[src/rtl/sec_bcd_counter.sv]
// Seconds stage: prescales the system clock to a 1 s tick and keeps a two-digit BCD
// seconds value (00-59) with up/down count, pause, clear, load and minute carry/borrow.
module sec_bcd_counter #(
    parameter int DIV = 50000000,
    parameter int PW  = 26
) (
    input  logic       clk,
    input  logic       rst_n,
    input  logic       run,
    input  logic       up,
    input  logic       clr,
    input  logic       load,
    input  logic [3:0] load_unit,
    input  logic [2:0] load_tens,
    output logic [3:0] unit_sec,
    output logic [2:0] tens_sec,
    output logic       sec_tick,
    output logic       min_carry,
    output logic       min_borrow,
    output logic       is_zero
);

    localparam logic [PW-1:0] PRESC_LAST = PW'(DIV - 1);

    logic [PW-1:0] presc_q, presc_d;
    logic [3:0]    unit_q, unit_d;
    logic [2:0]    tens_q, tens_d;
    logic          tick_q, tick_d;
    logic          carry_q, carry_d;
    logic          borrow_q, borrow_d;
    logic          tick_int;

    // Out-of-range load digits clamp to the largest legal digit.
    function automatic logic [3:0] sat_unit(input logic [3:0] v);
        return (v > 4'd9) ? 4'd9 : v;
    endfunction

    function automatic logic [2:0] sat_tens(input logic [2:0] v);
        return (v > 3'd5) ? 3'd5 : v;
    endfunction

    assign tick_int = run && (presc_q == PRESC_LAST);

    always_comb begin
        presc_d  = presc_q;
        unit_d   = unit_q;
        tens_d   = tens_q;
        tick_d   = 1'b0;
        carry_d  = 1'b0;
        borrow_d = 1'b0;
        if (clr) begin
            presc_d = '0;
            unit_d  = 4'd0;
            tens_d  = 3'd0;
        end else if (load) begin
            presc_d = '0;
            unit_d  = sat_unit(load_unit);
            tens_d  = sat_tens(load_tens);
        end else if (tick_int) begin
            presc_d = '0;
            tick_d  = 1'b1;
            if (up) begin
                if (unit_q >= 4'd9) begin
                    unit_d = 4'd0;
                    if (tens_q >= 3'd5) begin
                        tens_d  = 3'd0;
                        carry_d = 1'b1;
                    end else begin
                        tens_d = tens_q + 3'd1;
                    end
                end else begin
                    unit_d = unit_q + 4'd1;
                end
            end else begin
                if (unit_q == 4'd0) begin
                    unit_d = 4'd9;
                    if (tens_q == 3'd0) begin
                        tens_d   = 3'd5;
                        borrow_d = 1'b1;
                    end else begin
                        tens_d = tens_q - 3'd1;
                    end
                end else begin
                    unit_d = unit_q - 4'd1;
                end
            end
        end else if (run) begin
            presc_d = presc_q + PW'(1);
        end
    end

    always_ff @(posedge clk) begin
        if (!rst_n) begin
            presc_q  <= '0;
            unit_q   <= 4'd0;
            tens_q   <= 3'd0;
            tick_q   <= 1'b0;
            carry_q  <= 1'b0;
            borrow_q <= 1'b0;
        end else begin
            presc_q  <= presc_d;
            unit_q   <= unit_d;
            tens_q   <= tens_d;
            tick_q   <= tick_d;
            carry_q  <= carry_d;
            borrow_q <= borrow_d;
        end
    end

    assign unit_sec   = unit_q;
    assign tens_sec   = tens_q;
    assign sec_tick   = tick_q;
    assign min_carry  = carry_q;
    assign min_borrow = borrow_q;
    assign is_zero    = (unit_q == 4'd0) && (tens_q == 3'd0);

endmodule

[config.mk]
export PLATFORM = sky130hd
export DESIGN_NAME = sec_bcd_counter
export DESIGN_NICKNAME = d
export VERILOG_FILES = /design/src/rtl/sec_bcd_counter.sv
export SDC_FILE = /design/constraint.sdc
export NUM_CORES = 1
export LEC_CHECK = 0
export CORE_MARGIN = 2
export CORE_UTILIZATION = 40
export DETAILED_ROUTE_END_ITERATION = 16
export SYNTH_ARGS = -nofsm -noshare
export SYNTH_HDL_FRONTEND = slang
export SYNTH_SLANG_ARGS = --single-unit
[constraint.sdc]
create_clock -name clk -period 2.1 [get_ports clk]
set_input_delay 0.42 -clock clk [delete_from_list [all_inputs] [get_ports clk]]
set_output_delay 0.42 -clock clk [all_outputs]
set_load 0.02 [all_outputs]
==> impl_results.md <==
- Wirelength per Cell: 12.89 µm
- Syn_nets: 262
- Die area: 5682 µm²
- CP Data Arrival Time: 2170 ps
- Remaining Overflow, GRT: 0
- DR vias/cell: approximately 5.2
- Total power: 1.490 mW
- Post-cts sizing count: 3
- CTS Root Cell: clkbuf_8
- R2R Setup Slk: 130 ps
- DRT Wirelength: 4731 µm
- Worst-margin pin slew: 378.6 ps
- Critical path class: reg -> reg
- Post-synth cell types: 47
- Mux contribution to synthesized area: 2.455%
- Yosys warning total: 0
- Critical Path RT: about 2300 ps
- Xor/xnor share of the synthesized area: 10.31%
- Vias in the first global route: 1815
- Min cycle time layout: 1972 ps
- Nets: 321
- Largest area contributor in the netlist: dfxtp_1
- # port buffers: 23
- Status: complete, no violations
- CTS Buf Count: 5
- Post-CTS Setup Repair Bufs: 0
- Initial antenna violation count: 0
- Die X: 75.38 µm
- Cell area after layout: 2703 µm²
- Sinks on the clock net: 36
- Pwr per Cell Area: 551.5 nW/µm²
- CP Launch Type: flop
- Share of the synthesized area in the top cell type: 35.36%
- Placed Area: 2592 µm²
- Clock Skew: 9.405 ps
- H-tree depth: 2
- Final hold vios: 0
- Fmax: ~0.5 GHz
- Static Leak: 1.016 nW
- Vias: roughly 1900
- CTS tree: built
- Slew margin rel.: 74.54%
- Drt pass-1 iters: 4
- # diodes: 0
- Seq/Total Area, Yosys: 35.36%
- Post-route clock period utilization: 93.88%
- Max-Cap Viols: 0
- Residual DRC: 0
- Dpl hpwl: 3682 µm
- Synth Area in Compound Gates: about an eighth
- Final ANT Viol Nets: 0
- Setup crit end kind: flop
- Fin cells: 367
- Asr flop ratio synth: 0%
- I/O pins: 24
- Site Rows: 25
- Mapped Area: 2038 µm²
- Synth-to-layout area growth: 32.60%
- Clk_lat worst skew: 290 ps
- Leading post-synthesis cells by cell area: dfxtp_1, xor2_1, ha_1
- Total Routing Usage GR: 17.71%
- R2R depth: 5
- Share of layout cells above drive strength 1: 19.00%
- EDFF count, synth: 0
- First-pass GRT wire length: between 7000 and 8000 µm
- Hold Path Stages: 2
- CTS Buffer Depth: 2
- Final GP Congestion: 0.8592
- Clock slew at reported path FFs: 80 ps
- Post-Syn Instances: 240
- Endpoints failing setup: 0
- Adder-cell share of the synthesized area: 5.525%
- Drt initial violations: 100
- Largest net degree at the start of global routing: 20
- HP Class: reg -> reg
- #FFs+latches synth: 36
- Mean post-synth cell area: 8.493 µm²
- Post-Synth Simple-Gate Area: 29.47%
- Core area: 4817 µm²
- Initial Utilization: 42.31%
- Die H: 75.38 µm
- Worst IR Drop VDD: 0.0004327 V
- Cts hold-fix bufs: 0
- Placed cell count: 359
- CP Max Fanout: 4
- Fin. max-slew vios: 0
- Ys flop type: dfxtp_1
- Largest family of logic cells by synthesized area: simple AND/OR/NAND/NOR gates
## flip-flops by register name, summed over array words and instances (netlist names)
signal      count
sec_tick        1
min_borrow      1
presc_q        26
unit_sec        4
min_carry       1
tens_sec        3
## power by group
part	switching, mW	total [mW]	internal, mW	leakage (nW)
clock network	0.260	0.611	0.351	0.0541
registers	0.00399	0.692	0.688	0.291
logic	0.0900	0.188	0.0980	0.671
total	0.354	1.49	1.14	1.02
## through the flow
stage | worst slack, ps | TNS, ps | hold WS [ps] | util, %
after floorplan | 99.26 | 0 | 471.5 | -
after global placement | 43.01 | 0 | 491.7 | 53.82
after CTS | 34.09 | 0 | 516.5 | 56.16
after global routing | -6.031 | -6.031 | 548.8 | 56.10
final | 128.4 | 0 | 512.6 | 56.10
after detailed placement | 14.89 | 0 | 494.8 | 53.82
## cell families (layout without fill, tap and decap cells)
group	after synthesis	after routing
buffers and inverters	18	78
AND/OR/NAND/NOR	109	109
AO/OA/AOI/OAI	39	39
XOR/XNOR	24	24
multiplexers	5	5
flip-flops	36	36
adder cells (fa/ha/maj)	9	9
## worst max-delay path: stages (launching register included)
cell     delay (ps)
dfxtp_1         350
or4_4           560
nor4_4          310
and3_2          270
nand2_1         100
nor3b_1         290
## per-layer routing
metal | GRT usage (%) | share of wire (%) | up-vias
li1 | - | - | 986
met2 | 29.95 | 47 | 49
met4 | 7.602 | 1.8 | 0
met3 | 3.439 | 4.5 | 12
met5 | 0 | 0 | -
met1 | 21.95 | 47 | 860
## layout make-up
class	instances	area, µm²
Tap cell	67	83.83
Inverter	11	41.29
Clock inverter	3	42.54
Fill cell	478	2115
Multi-Input combinational cell	186	1237
Sequential cell	36	720.7
Timing Repair Buffer	59	508.0
Clock buffer	5	68.82
## cells in the final DEF (no fill, tap or decap), types with 2 or more instances in the layout
master           count
nor4_1               6
nor3_1               3
and4_1               2
nand3_1             13
xor2_1              19
o32ai_1              3
inv_1               11
and3_2               2
or3b_2               2
buf_4               35
nor3b_1              3
a21oi_1              9
o21a_1               2
or4_1                2
clkdlybuf4s50_1     22
nand4_1              9
clkbuf_8             5
xnor2_1              5
ha_1                 9
and3_1               6
mux2i_1              5
nand2_1             16
or2_2                2
nand2b_1             5
nor2_1              30
a31oi_1              2
o21ai_0              9
a211oi_1             4
dfxtp_1             36
## final timing paths
path	start	to
hold / removal	presc_q[19]$_SDFFE_PP0P_	presc_q[19]$_SDFFE_PP0P_
setup / recovery	presc_q[24]$_SDFFE_PP0P_	min_borrow$_SDFF_PP0_
hold reg to reg	presc_q[19]$_SDFFE_PP0P_	presc_q[19]$_SDFFE_PP0P_
setup reg to reg	presc_q[24]$_SDFFE_PP0P_	min_borrow$_SDFF_PP0_
## cell usage after synthesis (2+ instances only)
master / number
or3b_2: 2
mux2i_1: 5
xor2_1: 19
dfxtp_1: 36
nor4_1: 6
a21oi_1: 10
nand2_1: 16
o21a_1: 2
and4_1: 2
clkbuf_1: 3
a31oi_1: 2
ha_1: 9
nor3_1: 3
nand2b_1: 5
or2_2: 2
o21ai_0: 9
nand4_1: 9
nor2_1: 30
and3_1: 6
xnor2_1: 5
or4_1: 2
nor3b_1: 3
and3_2: 2
nand3_1: 13
buf_4: 2
inv_1: 11
a211oi_1: 4
o32ai_1: 3
No activity file was read; power rests on OpenSTA's default activity.
